File: src/rtl/game_pkg.sv
// Shared definitions for the memory game: symbol width, the playback/entry
// state encoding and the blank symbol value.
package game_pkg;

   localparam int DATA_W = 4;

   // State encoding shared with the user-side round logic.
   typedef logic [2:0] state_t;
   localparam state_t S_IDLE  = 3'd0;
   localparam state_t S_FETCH = 3'd1;
   localparam state_t S_LATCH = 3'd2;
   localparam state_t S_SHOW  = 3'd3;
   localparam state_t S_GAP   = 3'd4;
   localparam state_t S_DONE  = 3'd5;

   localparam logic [DATA_W-1:0] BLANK = '0;

endpackage

File: src/rtl/seq_player_if.sv
// Playback bus: controller request, sequence ROM port and LED/status outputs.
interface seq_player_if;
   import game_pkg::*;

   logic              start;
   logic [DATA_W-1:0] round;
   logic [DATA_W-1:0] rom_addr;
   logic [DATA_W-1:0] rom_data;
   logic [DATA_W-1:0] led;
   logic              busy;
   logic              done;

   // Game controller side, which also owns the sequence ROM.
   modport master (
      output start, round, rom_data,
      input  rom_addr, led, busy, done
   );

   // Player side.
   modport slave (
      input  start, round, rom_data,
      output rom_addr, led, busy, done
   );

endinterface

File: src/rtl/seq_player_timer.sv
// Down-counter used for the symbol on-time and blank gap. expired is high
// during the last cycle of a loaded count.
module cycle_timer #(
   parameter int W = 2
) (
   input  logic         clk,
   input  logic         R,
   input  logic         load,
   input  logic [W-1:0] value,
   output logic         expired
);

   logic [W-1:0] cnt;

   // Load a new count, otherwise count down and rest at zero.
   always_ff @(posedge clk) begin
      // NOTE: clocked state is always written with <= so every register
      // updates from pre-edge values regardless of statement order.
      if (!R)
         cnt <= '0;
      else if (load)
         cnt <= value;
      else if (cnt != '0)
         cnt <= cnt - 1'b1;
   end

   assign expired = (cnt == W'(1));

endmodule

File: src/rtl/seq_player.sv
// Plays symbols 0..round from the sequence ROM on the LEDs, each shown for
// ON_CYC cycles followed by OFF_CYC blank cycles, then pulses done.
module seq_player
   import game_pkg::*;
#(
   parameter int ON_CYC  = 3,
   parameter int OFF_CYC = 2
) (
   input logic         clk,
   input logic         R,
   seq_player_if.slave bus
);

   localparam int MAX_CYC = (ON_CYC > OFF_CYC) ? ON_CYC : OFF_CYC;
   localparam int TW      = $clog2(MAX_CYC + 1);

   state_t            state;
   logic [DATA_W-1:0] idx;
   logic [DATA_W-1:0] rnd;
   logic [DATA_W-1:0] led_q;
   logic [DATA_W-1:0] addr_q;
   logic              busy_q;
   logic              done_q;

   logic              t_load;
   logic [TW-1:0]     t_value;
   logic              t_expired;

   // Timer starts the on-time in LATCH and the gap when the on-time ends.
   assign t_load  = (state == S_LATCH) || ((state == S_SHOW) && t_expired);
   assign t_value = (state == S_LATCH) ? TW'(ON_CYC) : TW'(OFF_CYC);

   cycle_timer #(.W(TW)) u_timer (
      .clk     (clk),
      .R       (R),
      .load    (t_load),
      .value   (t_value),
      .expired (t_expired)
   );

   // Playback FSM with the index, latched round and all output registers.
   always_ff @(posedge clk) begin
      if (!R) begin
         state  <= S_IDLE;
         idx    <= '0;
         rnd    <= '0;
         led_q  <= BLANK;
         addr_q <= '0;
         busy_q <= 1'b0;
         done_q <= 1'b0;
      end else begin
         done_q <= 1'b0;
         case (state)
            S_IDLE: begin
               if (bus.start) begin
                  idx    <= '0;
                  rnd    <= bus.round;
                  addr_q <= '0;
                  busy_q <= 1'b1;
                  state  <= S_FETCH;
               end
            end
            S_FETCH: state <= S_LATCH;
            S_LATCH: begin
               led_q <= bus.rom_data;
               state <= S_SHOW;
            end
            S_SHOW: begin
               if (t_expired) begin
                  led_q <= BLANK;
                  state <= S_GAP;
               end
            end
            S_GAP: begin
               if (t_expired) begin
                  // End test uses idx before increment, so idx never wraps.
                  if (idx == rnd) begin
                     busy_q <= 1'b0;
                     done_q <= 1'b1;
                     state  <= S_DONE;
                  end else begin
                     idx    <= idx + 1'b1;
                     addr_q <= idx + 1'b1;
                     state  <= S_FETCH;
                  end
               end
            end
            S_DONE:  state <= S_IDLE;
            default: state <= S_IDLE;
         endcase
      end
   end

   assign bus.led      = led_q;
   assign bus.rom_addr = addr_q;
   assign bus.busy     = busy_q;
   assign bus.done     = done_q;

endmodule
File: src/flat_wrapper.sv
// flat-port wrapper written by rule: the top's interface ports become plain ports
module seq_player_flat import game_pkg::*;
#(
   parameter int ON_CYC  = 3,
   parameter int OFF_CYC = 2
)
  (clk, R, bus_start, bus_round, bus_rom_data, bus_rom_addr, bus_led, bus_busy, bus_done);
  seq_player_if bus_i ();
  input logic clk;
  input logic R;
  input wire logic [$bits(bus_i.start)-1:0] bus_start;
  input wire logic [$bits(bus_i.round)-1:0] bus_round;
  input wire logic [$bits(bus_i.rom_data)-1:0] bus_rom_data;
  output wire logic [$bits(bus_i.rom_addr)-1:0] bus_rom_addr;
  output wire logic [$bits(bus_i.led)-1:0] bus_led;
  output wire logic [$bits(bus_i.busy)-1:0] bus_busy;
  output wire logic [$bits(bus_i.done)-1:0] bus_done;
  assign bus_i.start = bus_start;
  assign bus_i.round = bus_round;
  assign bus_i.rom_data = bus_rom_data;
  assign bus_rom_addr = bus_i.rom_addr;
  assign bus_led = bus_i.led;
  assign bus_busy = bus_i.busy;
  assign bus_done = bus_i.done;
  seq_player #(.ON_CYC(ON_CYC), .OFF_CYC(OFF_CYC)) u_core (.clk(clk), .R(R), .bus(bus_i));
endmodule
File: config.mk
export PLATFORM = sky130hd
export DESIGN_NAME = seq_player_flat
export DESIGN_NICKNAME = d
export VERILOG_FILES = /design/src/rtl/game_pkg.sv /design/src/rtl/seq_player_if.sv /design/src/rtl/seq_player_timer.sv /design/src/rtl/seq_player.sv /design/src/flat_wrapper.sv
export SDC_FILE = /design/constraint.sdc
export NUM_CORES = 1
export LEC_CHECK = 0
export ABC_CLOCK_PERIOD_IN_PS = 1600
export CAP_MARGIN = 15
export CORE_AREA = 2 2 47 49
export CTS_CLUSTER_DIAMETER = 30
export DETAILED_ROUTE_END_ITERATION = 16
export DIE_AREA = 0 0 49 51
export PLACE_DENSITY_LB_ADDON = 0.25
export SYNTH_ARGS = -nofsm -noshare
export SYNTH_HDL_FRONTEND = slang
export SYNTH_SLANG_ARGS = --single-unit
File: constraint.sdc
create_clock -name clk -period 1.6 [get_ports clk]
set_input_delay 0.48 -clock clk [delete_from_list [all_inputs] [get_ports clk]]
set_output_delay 0.48 -clock clk [all_outputs]
set_load 0.1 [all_outputs]
==> flow_summary_export.csv <==
group,metric,value,unit
cts,insertion_delay,0.31,ns
min_path,whs_endpoint,"u_core.rnd[1]",
synthesis,ys_top_cells_by_count,"dfxtp_1, nor2_1, a21oi_1",
placement,dpl.hpwl,1.35,mm
cts,numCtsBuffers,3,
worst_setup_path,critPathLaunchType,"flip-flop",
synthesis,yosysMostFrequentCell,"dfxtp_1",
worst_setup_path,path_class,"flip-flop to output pin",
run,maxCapViolations,0,
pwr,clkPwrFrac,18.8,%
min_path,min_path_cells,2,
worst_setup_path,cp_slowest_cell,"dfxtp_2",
drt,vias_per_cell,5.01,
die,initial_core_util,44.7,%
finish,syn_to_final_growth,42.7,%
die,ios,21,
synthesis,synth_cell_types,36,
pwr,combPwrFrac,38.1,%
grt,grt_overflow,0,
die,die_y,51,um
drt,ant_nets,0,
pwr,p_int,856,uW
grt,grt_max_degree,12,
synthesis,synth_seq_area_share,41.2,%
worst_setup_path,reg2regPathDepth,6,
cts,cts_tree,"done",
grt,grt_pass1_vias,756,
timing,finalCritPeriodShare,91.4,%
timing,skew,0.00765,ns
worst_setup_path,worstPathArrival,0.98,ns
drt,drc,0,
timing,maxSlewHeadroom,80.9,%
timing,fmax,684,MHz
synthesis,synth_seq_cells,19,
grt,grt_pass1_wl,3.18,mm
cts,cts_sinks,19,
finish,n_antenna_cell,0,
worst_setup_path,regToRegEndpoint,"u_core.idx[0]",
die,dieWidth,49,um
synthesis,synthArstFlopShare,0,%
pwr,seqPwrFrac,43.1,%
timing,setup_viol,0,
synthesis,syn_area,922,sq um
pwr,peakVddDrop,697,uV
die,rows,17,
drt,wire_per_inst,11.2,um
min_path,hp-class,"flip-flop to flip-flop",
synthesis,synth_edf_count,0,
synthesis,synth_top_area_share,41.2,%
cts,cts.clk_slew.worst_paths,0.11,ns
synthesis,syn_avg_cell_area,9.22,sq um
placement,port_buffers,20,
synthesis,yosysTopAreaCell,"dfxtp_1",
drt,drt_iter0_drc,11,
cts,post_cts_buffers,0,
drt,totalWireLength,1.75,mm
pwr,power_density,1020,nW/um^2
synthesis,synth_flop_cell,"dfxtp_1",
cts,root_buffer,"clkbuf_4",
worst_setup_path,path_cells,"buf_4, buf_12",
timing,hold_viol,0,
grt,antenna_found_initial,0,
pwr,power,1340,uW
worst_setup_path,reg2reg_slack,0.15,ns
cts,clockBufferDepth,2,
grt,grt_usage,16.8,%
finish,fin_util,63.8,%
placement,placed_cells,152,
synthesis,synthCells,100,
timing,period_minus_slack,1.46,ns
finish,drive_gt1_share,26.6,%
run_status,status,"completed",
synthesis,syn-num-nets,114,
finish,fin_cells,156,
worst_setup_path,startpoint,"u_core.idx[2]",
finish,nNetsFinal,143,
die,core_region_area,2060,sq um
timing,rsz0062_at_grt,"false",
drt,dr.pass1.iters,4,
die,die_area,2500,sq um
pwr,p_switching,485,uW
worst_setup_path,cp_max_fo,6,
synthesis,netlist_top_cells_area,"dfxtp_1, nor2_1, mux2i_1",
drt,num_vias,782,
timing,drv_slew,0,
synthesis,ys_warn_count,0,
min_path,hold_path.startpoint,"u_core.rnd[1]",
worst_setup_path,max_stage_delay,0.36,ns
worst_setup_path,crit_path_end_kind,"output pin",
pwr,leakagePower,0.000515,uW
pwr,sw_frac_of_total,36.2,%
cts,cts_hold_buffers,0,
timing,worst_pin_slew,0.286,ns
placement,gp_congestion,0.716,
worst_setup_path,r2r_start,"u_core.u_timer.cnt[1]",
cts,ctsResizeCount,0,
cts,htree_levels,1,
worst_setup_path,required,1.12,ns
==> cells in the final DEF (no fill, tap or decap), types with 2 or more instances in the layout <==
| master | instances |
|---|---|
| nor2_1 | 15 |
| dfxtp_1 | 15 |
| buf_12 | 10 |
| clkdlybuf4s50_1 | 10 |
| a22oi_1 | 4 |
| buf_4 | 8 |
| clkbuf_4 | 3 |
| nand2_1 | 6 |
| inv_1 | 5 |
| xnor2_1 | 4 |
| dfxtp_2 | 4 |
| a21oi_1 | 7 |
| o21a_1 | 3 |
| ha_1 | 3 |
| mux2i_1 | 4 |
| nor3_1 | 2 |
| nand3_1 | 3 |
==> state kept, by name, indices dropped and copies added, names as in the netlist <==
register,count
u_core.state,3
u_core.bus.led,4
u_core.bus.done,1
u_core.bus.busy,1
u_core.rnd,4
u_core.idx,4
u_core.u_timer.cnt,2
==> final cells by class <==
class                      count  area, sq um
sequential                    19          385
inverter                       6         22.5
fill                         176          747
tap                           28         35.0
clock buffer                   3         22.5
multi-input combinational     71          485
timing repair buffer          28          360
clock inverter                 1         5.00
==> power groups by stage <==
stage          clock (uW)  sequential [uW]  combinational [uW]
6_report              253              578                 511
5_1_grt               274              585                 562
4_1_cts               259              579                 515
3_5_place_dp            0              590                 512
3_3_place_gp            0              587                 501
2_1_floorplan           0              664                 283
==> how the worst max path moves through the flow <==
stage                            to  cells past startpoint
floorplan           u_core.bus.busy                      5
global placement      u_core.idx[0]                      5
detailed placement    u_core.idx[0]                      5
CTS                 bus_rom_addr[2]                      2
global route          u_core.idx[3]                      7
finish              bus_rom_addr[2]                      2
==> cells by family (layout without fill, tap and decap cells) <==
logic type                 after synthesis  in the layout  synth area share (%)
and+or+nand+nor                         34             34                  18.7
buffers and inverters                   10             38                  6.11
DFF                                     19             19                  41.2
adders and majority gates                3              3                  4.07
muxes                                    6              6                  7.19
AOI/OAI and AO/OA                       23             23                  17.9
xor gates and xnor gates                 5              5                  4.75
==> layer usage <==
metal | wire [um] | GRT usage, % | up-vias
li1 | - | - | 405
met1 | 834 | 20.0 | 358
met2 | 788 | 28.1 | 14
met3 | 83 | 4.39 | 5
met4 | 42 | 8.57 | 0
met5 | 0 | 0 | -
==> through the flow <==
step | hold slack (ns) | setup TNS, ns | setup WS (ns) | instance area, sq um
final | 0.529 | 0 | 0.137 | 1320
after global routing | 0.561 | 0 | 0.0261 | 1320
after CTS | 0.543 | 0 | 0.130 | 1320
after detailed placement | 0.514 | -0.840 | -0.138 | 1290
after global placement | 0.499 | -0.632 | -0.102 | 1290
after floorplan | 0.482 | 0 | 0.00436 | 927
==> worst max-delay path, delay by kind of cell (launching register included) <==
kind | cells | cell delay (ns)
flops | 1 | 0.36
buf+inv | 2 | 0.32
(Power assumes the default switching activity.)
